[src/rtl/tick_stopwatch_if.sv]
// tick_stopwatch_if: tick/button inputs and time/status outputs
// of the 10 ms stopwatch consumer.
interface tick_stopwatch_if;
  logic       tick_10msec;
  logic       btn_run;
  logic       btn_clear;
  logic [6:0] msec;
  logic [5:0] sec;
  logic [5:0] min;
  logic       running;
  logic       rollover;
  logic       tick_lost;

  modport master (
    output tick_10msec,
    output btn_run,
    output btn_clear,
    input  msec,
    input  sec,
    input  min,
    input  running,
    input  rollover,
    input  tick_lost
  );

  modport slave (
    input  tick_10msec,
    input  btn_run,
    input  btn_clear,
    output msec,
    output sec,
    output min,
    output running,
    output rollover,
    output tick_lost
  );
endinterface

[src/rtl/tick_stopwatch.sv]
// tick_stopwatch: edge-qualified 10 ms tick into a run/stop/clear
// mm:ss.cc stopwatch, with a watchdog on the tick stream.
module tick_stopwatch #(
  parameter int unsigned TIMEOUT_CYC = 1_100_000
) (
  input  logic             clk,
  input  logic             rst,
  tick_stopwatch_if.slave  bus
);

  localparam int unsigned GW = $clog2(TIMEOUT_CYC + 1);
  localparam logic [GW-1:0] GAP_MAX = GW'(TIMEOUT_CYC);

  typedef enum logic {
    ST_STOP = 1'b0,
    ST_RUN  = 1'b1
  } state_e;

  state_e        state_q;
  state_e        state_d;

  logic          tick_q;
  logic          tick_rise;

  logic [6:0]    msec_q;
  logic [5:0]    sec_q;
  logic [5:0]    min_q;
  logic          roll_q;

  logic [GW-1:0] gap_q;
  logic [GW-1:0] gap_d;
  logic          lost_q;

  logic          inc_en;
  logic          clr_en;
  logic          ms_wrap;
  logic          s_wrap;
  logic          m_wrap;

  // tick_q resets high so a tick already high at release is ignored
  assign tick_rise = bus.tick_10msec & ~tick_q;

  // Previous tick level for rising-edge detection
  always_ff @(posedge clk) begin
    if (rst) begin
      tick_q <= 1'b1;
    end else begin
      tick_q <= bus.tick_10msec;
    end
  end

  // Run/stop state register
  always_ff @(posedge clk) begin
    if (rst) begin
      state_q <= ST_STOP;
    end else begin
      state_q <= state_d;
    end
  end

  // Next state and count/clear enables from the current state
  always_comb begin
    state_d = state_q;
    inc_en  = 1'b0;
    clr_en  = 1'b0;
    unique case (state_q)
      ST_STOP: begin
        clr_en = bus.btn_clear;
        if (bus.btn_run && !bus.btn_clear) begin
          state_d = ST_RUN;
        end
      end
      ST_RUN: begin
        inc_en = tick_rise;
        if (bus.btn_run) begin
          state_d = ST_STOP;
        end
      end
      default: begin
        state_d = ST_STOP;
      end
    endcase
  end

  // Carry chain: each digit group wraps only when all lower ones do
  always_comb begin
    ms_wrap = inc_en & (msec_q == 7'd99);
    s_wrap  = ms_wrap & (sec_q == 6'd59);
    m_wrap  = s_wrap & (min_q == 6'd59);
  end

  // Time registers: clear in STOP, increment in RUN on a tick edge
  always_ff @(posedge clk) begin
    if (rst) begin
      msec_q <= '0;
      sec_q  <= '0;
      min_q  <= '0;
    end else if (clr_en) begin
      msec_q <= '0;
      sec_q  <= '0;
      min_q  <= '0;
    end else if (inc_en) begin
      msec_q <= ms_wrap ? 7'd0 : msec_q + 7'd1;
      if (ms_wrap) begin
        sec_q <= s_wrap ? 6'd0 : sec_q + 6'd1;
      end
      if (s_wrap) begin
        min_q <= m_wrap ? 6'd0 : min_q + 6'd1;
      end
    end
  end

  // One-cycle pulse after the 59:59.99 -> 00:00.00 wrap
  always_ff @(posedge clk) begin
    if (rst) begin
      roll_q <= 1'b0;
    end else begin
      roll_q <= m_wrap;
    end
  end

  // Gap counter: restart on each tick edge, saturate at the limit
  always_comb begin
    gap_d = gap_q;
    if (tick_rise) begin
      gap_d = '0;
    end else if (gap_q != GAP_MAX) begin
      gap_d = gap_q + GW'(1);
    end
  end

  // Watchdog state; tick_lost follows the saturated gap count
  always_ff @(posedge clk) begin
    if (rst) begin
      gap_q  <= '0;
      lost_q <= 1'b0;
    end else begin
      gap_q  <= gap_d;
      lost_q <= (gap_d == GAP_MAX);
    end
  end

  assign bus.msec      = msec_q;
  assign bus.sec       = sec_q;
  assign bus.min       = min_q;
  assign bus.running   = (state_q == ST_RUN);
  assign bus.rollover  = roll_q;
  assign bus.tick_lost = lost_q;

endmodule

[src/flat_wrapper.sv]
// flat-port wrapper written by rule: the top's interface ports become plain ports
module tick_stopwatch_flat 
#(
  parameter int unsigned TIMEOUT_CYC = 1_100_000
)
  (clk, rst, bus_tick_10msec, bus_btn_run, bus_btn_clear, bus_msec, bus_sec, bus_min, bus_running, bus_rollover, bus_tick_lost);
  tick_stopwatch_if bus_i ();
  input  logic clk;
  input  logic rst;
  input wire logic [$bits(bus_i.tick_10msec)-1:0] bus_tick_10msec;
  input wire logic [$bits(bus_i.btn_run)-1:0] bus_btn_run;
  input wire logic [$bits(bus_i.btn_clear)-1:0] bus_btn_clear;
  output wire logic [$bits(bus_i.msec)-1:0] bus_msec;
  output wire logic [$bits(bus_i.sec)-1:0] bus_sec;
  output wire logic [$bits(bus_i.min)-1:0] bus_min;
  output wire logic [$bits(bus_i.running)-1:0] bus_running;
  output wire logic [$bits(bus_i.rollover)-1:0] bus_rollover;
  output wire logic [$bits(bus_i.tick_lost)-1:0] bus_tick_lost;
  assign bus_i.tick_10msec = bus_tick_10msec;
  assign bus_i.btn_run = bus_btn_run;
  assign bus_i.btn_clear = bus_btn_clear;
  assign bus_msec = bus_i.msec;
  assign bus_sec = bus_i.sec;
  assign bus_min = bus_i.min;
  assign bus_running = bus_i.running;
  assign bus_rollover = bus_i.rollover;
  assign bus_tick_lost = bus_i.tick_lost;
  tick_stopwatch #(.TIMEOUT_CYC(TIMEOUT_CYC)) u_core (.clk(clk), .rst(rst), .bus(bus_i));
endmodule
[config.mk]
export PLATFORM = sky130hd
export DESIGN_NAME = tick_stopwatch_flat
export DESIGN_NICKNAME = d
export VERILOG_FILES = /design/src/rtl/tick_stopwatch_if.sv /design/src/rtl/tick_stopwatch.sv /design/src/flat_wrapper.sv
export SDC_FILE = /design/constraint.sdc
export NUM_CORES = 1
export LEC_CHECK = 0
export CELL_PAD_IN_SITES_DETAIL_PLACEMENT = 1
export CELL_PAD_IN_SITES_GLOBAL_PLACEMENT = 1
export CORE_MARGIN = 3
export CORE_UTILIZATION = 43
export CTS_BUF_LIST = sky130_fd_sc_hd__clkbuf_8
export DETAILED_ROUTE_END_ITERATION = 8
export GPL_ROUTABILITY_DRIVEN = 0
export GPL_TIMING_DRIVEN = 0
export PLACE_DENSITY_LB_ADDON = 0.15
export REMOVE_ABC_BUFFERS = 1
export SLEW_MARGIN = 20
export SYNTH_ARGS = -nofsm -noshare
export SYNTH_HDL_FRONTEND = slang
export SYNTH_SLANG_ARGS = --single-unit
[constraint.sdc]
create_clock -name clk -period 2.8 [get_ports clk]
set_input_delay 0.56 -clock clk [delete_from_list [all_inputs] [get_ports clk]]
set_output_delay 0.56 -clock clk [all_outputs]
set_load 0.005 [all_outputs]
# --- Word level (Yosys, flattened, before mapping) ---
# Cells that the tools add are included.
totals:
  ff_bits: 44
  input_bits: 5
  out_inout_bits: 22
  word_cells: 38
classes:
  addsub: 4
  eq_ne: 5
  mux: 10
  n_bitwise: 6
  n_reduce_logical: 5
op_table:
  columns: ["cell", "n"]
  rows:
  - ["$mux 21", 2]
  - ["$add 21x1->21 const B", 1]
  - ["$eq 21x21->1 const B", 1]
  - ["$ne 21x21->1 const B", 1]
  - ["$add 6x1->6 const B", 2]
  - ["$eq 6x6->1 const B", 2]
  - ["$mux 6", 2]
  - ["$add 7x1->7 const B", 1]
  - ["$eq 7x7->1 const B", 1]
  - ["$mux 7", 1]
  - ["$and 1x1->1", 4]
  - ["$mux 1", 4]
  - ["$reduce_and 2->1", 2]
  - ["$not 1->1", 2]
  - ["$pmux 1 s2", 1]
  - ["$reduce_or 2->1", 1]
  - ["$logic_and 1x1->1", 1]
  - ["$logic_not 1->1", 1]

# --- Longest topological paths before layout ---
# Gate-level depths: netlist of the first run.
logic_depth:
  word_depth: 7
  ltp_mapped: 8
  mapped_depth_nobuf: 8

# --- Worst setup path before layout of the first run ---
# Ideal clock, no wire load.
synth_timing:
  path_type: "reg-to-reg"
  startpoint: "reg u_core.gap_q[16]"
  endpoint: "reg u_core.lost_q, in the netlist u_core.bus.tick_lost"
  t_arrival_ns: 2.283
  required_time_ns: 2.697
  setup_slack_ns: 0.413
  path_stages_with_launch: 7
  path_buffers: 0
  period_less_slack_ns: 2.387
  path_cell_list: "dfxtp_1 -> or3_1 -> or4b_4 -> nor4_4 -> mux2i_1 -> a211o_1 -> a2111oi_2"
synth_via:
  elab_chain_len: 4
synth_lines:
  columns: ["item", "line_no", "rtl"]
  rows:
  - ["start: declaration", "tick_stopwatch.sv:30", "logic [GW-1:0] gap_q;"]
  - ["start signal: assignment", "tick_stopwatch.sv:138", "gap_q <= gap_d;"]
  - ["$add 21x1->21 or $ne 21x21->1 (tied branches)", "tick_stopwatch.sv:128, tick_stopwatch.sv:127", null]
  - ["$mux 21 *", "tick_stopwatch.sv:127", "end else if (gap_q != GAP_MAX) begin"]
  - ["$mux 21 *", "tick_stopwatch.sv:125", "if (tick_rise) begin"]
  - ["$eq 21x21->1 *", "tick_stopwatch.sv:139", "lost_q <= (gap_d == GAP_MAX);"]
  - ["end signal: assignment", "tick_stopwatch.sv:139", null]
  - ["end: declaration", "tick_stopwatch.sv:32", "logic lost_q;"]
# Mark *: on every way between the ends. The rest lies on a longest branch, timed or not.
# A chain may end at the register's enable or synchronous reset.

# --- Final worst setup path of the first run ---
layout_timing:
  startpoint: "reg u_core.gap_q[1]"
  endpoint: "reg u_core.lost_q, in the netlist u_core.bus.tick_lost"
# Same word-level chain as after synthesis.

==> summary.json, run 1 <==
{
  "layout-drive-gt1-share": {"value": 6.97, "unit": "%"},
  "synthesis.area_per_instance": {"value": 8.50, "unit": "um2"},
  "critical_path.endpoint_type": {"value": "register"},
  "dp_worst_setup_slack": {"value": -0.242, "unit": "ns"},
  "post-synth-top-area-fraction": {"value": 39.8, "unit": "%"},
  "mappedNetlistArea": {"value": 2210, "unit": "um2"},
  "gr-usage-all-layers": {"value": 19.7, "unit": "%"},
  "place.port_buffers": {"value": 26},
  "ys_async_sr_fraction": {"value": 0, "unit": "%"},
  "final_period_util": {"value": 94.6, "unit": "%"},
  "netlist.top_cell.by_area": {"value": "dfxtp_1"},
  "critPathMaxStageDelay": {"value": 0.70, "unit": "ns"},
  "h-tree-depth": {"value": 2},
  "setup.worst_path.class": {"value": "register to register"},
  "num_vias": {"value": 1929},
  "synth_warnings": {"value": 0},
  "grt_max_degree": {"value": 22},
  "worst-endpoint-arrival": {"value": 2.84, "unit": "ns"},
  "power.switching": {"value": 0.249, "unit": "mW"},
  "max_slew.worst_pin.slew": {"value": 0.566, "unit": "ns"},
  "firstDrtPassIters": {"value": 4},
  "finalWorstSetupSlack": {"value": 0.151, "unit": "ns"},
  "clk_root_buffer_cell": {"value": "clkbuf_8"},
  "detailedRoute.firstIterationViolations": {"value": 63},
  "critPathLaunchType": {"value": "register"},
  "p_leak": {"value": 0.923, "unit": "nW"},
  "nets": {"value": 296},
  "clock_path_buffers": {"value": 2},
  "wirelength": {"value": 5600, "unit": "um"},
  "worst_hold_path_type": {"value": "register to register"},
  "reg2reg_slack": {"value": 0.15, "unit": "ns"},
  "worst_setup_hold_path_clk_slew": {"value": 0.08, "unit": "ns"},
  "synth_flop_type": {"value": "dfxtp_1"},
  "timing.fmax": {"value": 0.378, "unit": "GHz"},
  "rows": {"value": 25},
  "post-dp-hpwl": {"value": 4040, "unit": "um"},
  "synth_seq_area_share": {"value": 39.8, "unit": "%"},
  "grt_antenna_before_repair": {"value": 0},
  "count_of_maximum_capacitance_violations": {"value": 0},
  "number_of_enable_type_register_cells_in_the_synthesized_netlist": {"value": 0},
  "relSlewSlack": {"value": 61.9, "unit": "%"},
  "path_max_fanout": {"value": 6},
  "clock_tree_from_tritoncts": {"value": "done"},
  "most_numerous_cell_in_the_yosys_netlist": {"value": "dfxtp_1"},
  "grt_pass1_vias": {"value": 2083},
  "hold_ws": {"value": 0.505, "unit": "ns"},
  "outcome": {"value": "finished clean"},
  "top_level_ports": {"value": 27},
  "critical_path.cell_chain": {"value": "ha_2, and2_1, nand4_4, nor4_4, xnor2_1, or4b_2, a2111oi_2"},
  "grt.overflow.total": {"value": 0},
  "post_route_insts_no_fill": {"value": 354},
  "drt_drc_violations_left": {"value": 0},
  "grt_pass1_wl": {"value": 9720, "unit": "um"},
  "clock_latency": {"value": 0.29, "unit": "ns"},
  "setup_viol": {"value": 0},
  "dieArea": {"value": 6040, "unit": "um2"},
  "die_h": {"value": 77.7, "unit": "um"},
  "placedInstanceArea": {"value": 2520, "unit": "um2"},
  "power.share.sequential": {"value": 58.2, "unit": "%"},
  "route.antenna.remaining_nets": {"value": 0},
  "clock_sinks": {"value": 44},
  "cp_slowest_cell": {"value": "or4b_2"},
  "ys_top_cells_by_count": {"value": "dfxtp_1 (44), nor2_1 (39), nand2_1 (22)"},
  "place.detailed.instances": {"value": 346},
  "maximum_vdd_ir_drop": {"value": 0.000223, "unit": "V"},
  "total_power": {"value": 1.09, "unit": "mW"},
  "p_sw_share": {"value": 22.8, "unit": "%"},
  "timing.critical_path.required": {"value": 2.99, "unit": "ns"},
  "synthTopCellsByArea": {"value": "dfxtp_1 (40%), xor2_1 (7.5%), nor2_1 (6.6%)"},
  "antenna_cells": {"value": 0},
  "die-width": {"value": 77.7, "unit": "um"},
  "timing.final.max_slew_violations": {"value": 0},
  "synth-seq-cells": {"value": 44},
  "netlist_instances": {"value": 260},
  "finalInstanceArea": {"value": 2640, "unit": "um2"},
  "internal-power": {"value": 0.845, "unit": "mW"},
  "start_util": {"value": 45.6, "unit": "%"},
  "cts_buffers": {"value": 5},
  "wl_per_cell": {"value": 15.8, "unit": "um"},
  "core_area": {"value": 4850, "unit": "um2"},
  "finalCriticalPeriod": {"value": 2.65, "unit": "ns"},
  "share_comb_of_total_power": {"value": 4.5, "unit": "%"},
  "hold_viol": {"value": 0},
  "vias_per_cell": {"value": 5.45},
  "area_growth": {"value": 19.5, "unit": "%"},
  "yosysUniqueCellTypes": {"value": 42},
  "finalClockSkew": {"value": 0.00813, "unit": "ns"},
  "clkPwrFrac": {"value": 37.2, "unit": "%"},
  "power.density_cell_area": {"value": 414, "unit": "nW/um2"}
}
==> metal layers <==
layer  up-vias  global-route usage, %  routed length (um)
met2        29                   33.0                2760
met3         9                   4.64                 165
met5         -                      0                   0
met4         0                   6.76                  80
li1        963                      -                   -
met1       928                   24.6                2590
==> sequential cells by signal, indices dropped and copies added, names as in the netlist <==
register and flops:
u_core.bus.min 6, u_core.bus.msec 7, u_core.tick_q 1, u_core.bus.rollover 1, u_core.bus.tick_lost 1, u_core.gap_q 21, u_core.bus.running 1, u_core.bus.sec 6
==> cell type report <==
class	instances	area, um2
Timing Repair Buffer	26	260
Sequential cell	44	881
Multi-Input combinational cell	203	1310
Clock buffer	6	82.6
Tap cell	67	83.8
Inverter	6	22.5
Fill cell	604	2210
Clock inverter	2	7.51
==> per-stage QoR <==
step,util (%),TNS (ns)
2_1_floorplan,-,0
3_3_place_gp,52.1,-0.633
3_5_place_dp,52.1,-1.04
4_1_cts,53.9,0
5_1_grt,54.5,-0.0136
6_report,54.5,0
==> path summary, 6_finish.rpt <==
path	start	endpoint	depth (start not counted)
hold reg to reg	u_core.bus.min[1]	u_core.bus.min[1]	2
setup reg to reg	u_core.gap_q[1]	u_core.bus.tick_lost	7
hold / removal	u_core.bus.min[1]	u_core.bus.min[1]	2
setup / recovery	u_core.gap_q[1]	u_core.bus.tick_lost	7
==> placed cells by master (no fill, tap or decap), drive strengths merged, types with 6 or more instances in the layout <==
cell type	n
a21oi	10
and3	6
clkbuf	6
clkdlybuf4s50	26
dfxtp	44
inv	8
nand2	22
nand2b	6
nand3	13
nand4	17
nor2	39
nor3	6
o21ai	6
xnor2	11
xor2	19
==> cells by family after synthesis <==
family / after synthesis / share of synthesized area (%)
flops: 44 / 39.8
xor+xnor: 30 / 11.9
simple gates: 138 / 33.7
fa+ha+maj: 5 / 2.83
compound gates: 26 / 7.58
mux: 4 / 1.81
buf+inv: 13 / 2.38
==> repair_timing <==
| item | CTS | global route |
|---|---|---|
| buffers inserted | 0 | 0 |
| resized for setup | 0 | 5 |
| endpoints found under the setup margin | 0 | 8 |
| hold endpoints to repair | 0 | 0 |
| hold buffers | 0 | 0 |
==> power by group through the flow <==
stage / sequential (mW) / combinational, mW / clock [mW]
after detailed placement: 0.652 / 0.0504 / 0
after global routing: 0.639 / 0.0561 / 0.447
after CTS: 0.637 / 0.0505 / 0.419
final: 0.637 / 0.0498 / 0.407
after global placement: 0.652 / 0.0479 / 0
after floorplan: 0.650 / 0.0290 / 0
==> critical path, delay by kind of cell (launching register included) <==
family | cells | cell delay (ns)
xor+xnor | 1 | 0.13
simple gates | 4 | 1.44
flops | 1 | 0.43
compound gates | 1 | 0.29
fa+ha+maj | 1 | 0.25
(Power assumes the default switching activity.)
==> inputs of run 2 (changes only) <==
CTS_CLUSTER_SIZE = 16   (was unset)
==> results of run 2 <==
The final DEF is identical to that of run 1; final timing and power are the same.
==> inputs of run 3 (changes only) <==
ABC_CLOCK_PERIOD_IN_PS = 2800   (was unset)
CORE_UTILIZATION = 45   (was 43)
DONT_BUFFER_PORTS = 1   (was unset)
==> run 3 against run 2 <==
Against the previous run: wire length is 8.9% lower; cell count down 8.2%; combinational power decreased by 22%; largest power group unchanged.
==> summary.json, run 3 (synthesis gave the netlist of run 1 again) <==
{
  "grt.overflow.total": {"value": 0, "change": "unchanged"},
  "max_slew.worst_pin.slew": {"value": 0.844, "unit": "ns", "change": "+0.279 ns"},
  "power.density_cell_area": {"value": 446, "unit": "nW/um2", "change": "+7.8%"},
  "core_area": {"value": 4530, "unit": "um2", "change": "-6.5%"},
  "post-dp-hpwl": {"value": 3840, "unit": "um", "change": "-4.8%"},
  "count_of_maximum_capacitance_violations": {"value": 0, "change": "unchanged"},
  "nets": {"value": 270, "change": "-8.8%"},
  "path_max_fanout": {"value": 6, "change": "unchanged"},
  "wirelength": {"value": 5100, "unit": "um", "change": "-8.9%"},
  "top_level_ports": {"value": 27, "change": "unchanged"},
  "vias_per_cell": {"value": 5.60, "change": "+2.8%"},
  "worst-endpoint-arrival": {"value": 2.87, "unit": "ns", "change": "+0.03 ns"},
  "finalClockSkew": {"value": 0.0112, "unit": "ns", "change": "+0.00303 ns"},
  "relSlewSlack": {"value": 43.7, "unit": "%", "change": "-18 points"},
  "clock_path_buffers": {"value": 2, "change": "unchanged"},
  "final_period_util": {"value": 96.3, "unit": "%", "change": "+1.7 points"},
  "layout-drive-gt1-share": {"value": 6.92, "unit": "%", "change": "-0.046 points"},
  "postLayoutCoreUtil": {"value": 52.0, "unit": "%", "change": "-2.5 points"},
  "critPathLaunchType": {"value": "register"},
  "registers.top_by_ff_count": {"value": "u_core.gap_q"},
  "drt_drc_violations_left": {"value": 0, "change": "unchanged"},
  "finalCriticalPeriod": {"value": 2.70, "unit": "ns", "change": "+0.0477 ns"},
  "finalWorstSetupSlack": {"value": 0.103, "unit": "ns", "change": "-0.0477 ns"},
  "clock_latency": {"value": 0.30, "unit": "ns", "change": "about the same"},
  "num_vias": {"value": 1821, "change": "-5.6%"},
  "grt_max_degree": {"value": 22, "change": "unchanged"},
  "clk_root_buffer_cell": {"value": "clkbuf_8"},
  "place.detailed.instances": {"value": 318, "change": "-8.1%"},
  "die-width": {"value": 76.1, "unit": "um", "change": "-2.1%"},
  "route.antenna.remaining_nets": {"value": 0, "change": "unchanged"},
  "setup.worst_path.class": {"value": "register to register"},
  "worst_setup_hold_path_clk_slew": {"value": 0.08, "unit": "ns", "change": "about the same"},
  "grt_pass1_wl": {"value": 8790, "unit": "um", "change": "-9.5%"},
  "critical_path.cell_chain": {"value": "or3_1, or4b_4, nor4_4, mux2i_1, a211o_1, a2111oi_2"},
  "critical_path.endpoint_type": {"value": "register"},
  "crit_buf_inv": {"value": 0, "change": "unchanged"},
  "wl_per_cell": {"value": 15.7, "unit": "um", "change": "-0.81%"},
  "p_leak": {"value": 0.827, "unit": "nW", "change": "-10%"},
  "post_cts.repair.setup_buffers": {"value": 0, "change": "unchanged"},
  "setup_total_negative_slack": {"value": 0, "unit": "ns", "change": "unchanged"},
  "outcome": {"value": "finished clean"},
  "cts_buffers": {"value": 5, "change": "unchanged"},
  "setup_viol": {"value": 0, "change": "unchanged"},
  "grt_pass1_vias": {"value": 1822, "change": "-13%"},
  "worst_hold_path_type": {"value": "input pin to register"},
  "clock_tree_from_tritoncts": {"value": "done"},
  "register_area": {"value": 881, "unit": "um2", "change": "unchanged"},
  "met3_length": {"value": 221, "unit": "um", "change": "+34%"},
  "n_fill_cell": {"value": 557, "change": "-7.8%"},
  "total_power": {"value": 1.05, "unit": "mW", "change": "-3.8%"},
  "cp_slowest_cell": {"value": "or4b_4"},
  "drt-met1-wl": {"value": 2280, "unit": "um", "change": "-12%"},
  "mostFrequentLayoutCell": {"value": "dfxtp_1"},
  "start_util": {"value": 48.8, "unit": "%", "change": "+3.2 points"},
  "maximum_vdd_ir_drop": {"value": 0.000566, "unit": "V", "change": "+150%"},
  "firstDrtPassIters": {"value": 4, "change": "unchanged"},
  "area_growth": {"value": 6.68, "unit": "%"},
  "dieArea": {"value": 5790, "unit": "um2", "change": "-4.1%"},
  "gr-usage-all-layers": {"value": 18.1, "unit": "%", "change": "-1.6 points"},
  "layout.cells.most_common_list": {"value": "dfxtp_1 (44), nor2_1 (39), nand2_1 (22)"},
  "timing.fmax": {"value": 0.371, "unit": "GHz", "change": "-1.8%"},
  "h-tree-depth": {"value": 2, "change": "unchanged"},
  "die_h": {"value": 76.1, "unit": "um", "change": "-2.1%"},
  "post_route_insts_no_fill": {"value": 325, "change": "-8.2%"},
  "critPathMaxStageDelay": {"value": 0.52, "unit": "ns", "change": "-0.18 ns"},
  "timing.critical_path.required": {"value": 2.97, "unit": "ns", "change": "-0.02 ns"},
  "cts-hold-fix-buffers": {"value": 0, "change": "unchanged"},
  "clock_sinks": {"value": 44, "change": "unchanged"},
  "rsz0062_at_grt": {"value": "false"},
  "place.port_buffers": {"value": 0, "change": "-100%"},
  "highest-signal-layer": {"value": "met4"},
  "rows": {"value": 24, "change": "-4.0%"},
  "detailedRoute.firstIterationViolations": {"value": 70, "change": "+11%"},
  "multi_input_gate_area_in_the_final_layout": {"value": 1300, "unit": "um2", "change": "-0.67%"},
  "wl_met2": {"value": 2520, "unit": "um", "change": "-8.7%"},
  "antenna_cells": {"value": 0, "change": "unchanged"},
  "family_with_the_most_delay_on_the_worst_path": {"value": "simple AND/OR/NAND/NOR gates"},
  "timing.final.max_slew_violations": {"value": 0, "change": "unchanged"},
  "dp_worst_setup_slack": {"value": 0.0901, "unit": "ns", "change": "+0.332 ns"},
  "grt_antenna_before_repair": {"value": 0, "change": "unchanged"},
  "largest_register_ffs": {"value": 21, "change": "unchanged"},
  "hold_viol": {"value": 0, "change": "unchanged"}
}
## run 3: repair_timing
item / 4_1_cts / 5_1_grt
setup endpoints to repair: 0 / 1
resized for setup: 0 / 3
hold endpoints to repair: 0 / 0
## run 3: worst paths after layout
check                                  startpoint                    to  slack [ns]  cells after the start
worst max-delay path             u_core.gap_q[16]  u_core.bus.tick_lost        0.10                      6
worst min-delay path                          rst   u_core.bus.rollover        0.35                      1
worst max register to register   u_core.gap_q[16]  u_core.bus.tick_lost        0.10                      6
worst min register to register  u_core.bus.min[1]     u_core.bus.min[1]        0.51                      2
## run 3: final cells by class
cell class	instances	area share (%)
Clock inverter	2	0.371
Sequential cell	44	37.3
Inverter	6	0.955
Clock buffer	5	2.92
Tap cell	65	3.45
Multi-Input combinational cell	203	55.0
## run 3: where the power goes
group | total, mW | switching, mW | leakage [nW] | internal (mW)
logic | 0.0387 | 0.0254 | 0.426 | 0.0133
registers | 0.638 | 0.00717 | 0.355 | 0.630
clock network | 0.377 | 0.210 | 0.0452 | 0.166
## run 3: layer usage
metal / track usage (%) / vias up
li1: - / 907
met1: 21.6 / 871
met2: 32.2 / 36
met3: 4.96 / 7
met4: 4.35 / 0
met5: 0 / -
## run 3: stage by stage
step / cell area (um2) / hold WS (ns)
after floorplan: 2180 / 0.471
after global placement: 2260 / 0.494
after detailed placement: 2260 / 0.501
after CTS: 2340 / 0.340
after global routing: 2360 / 0.333
final: 2360 / 0.345
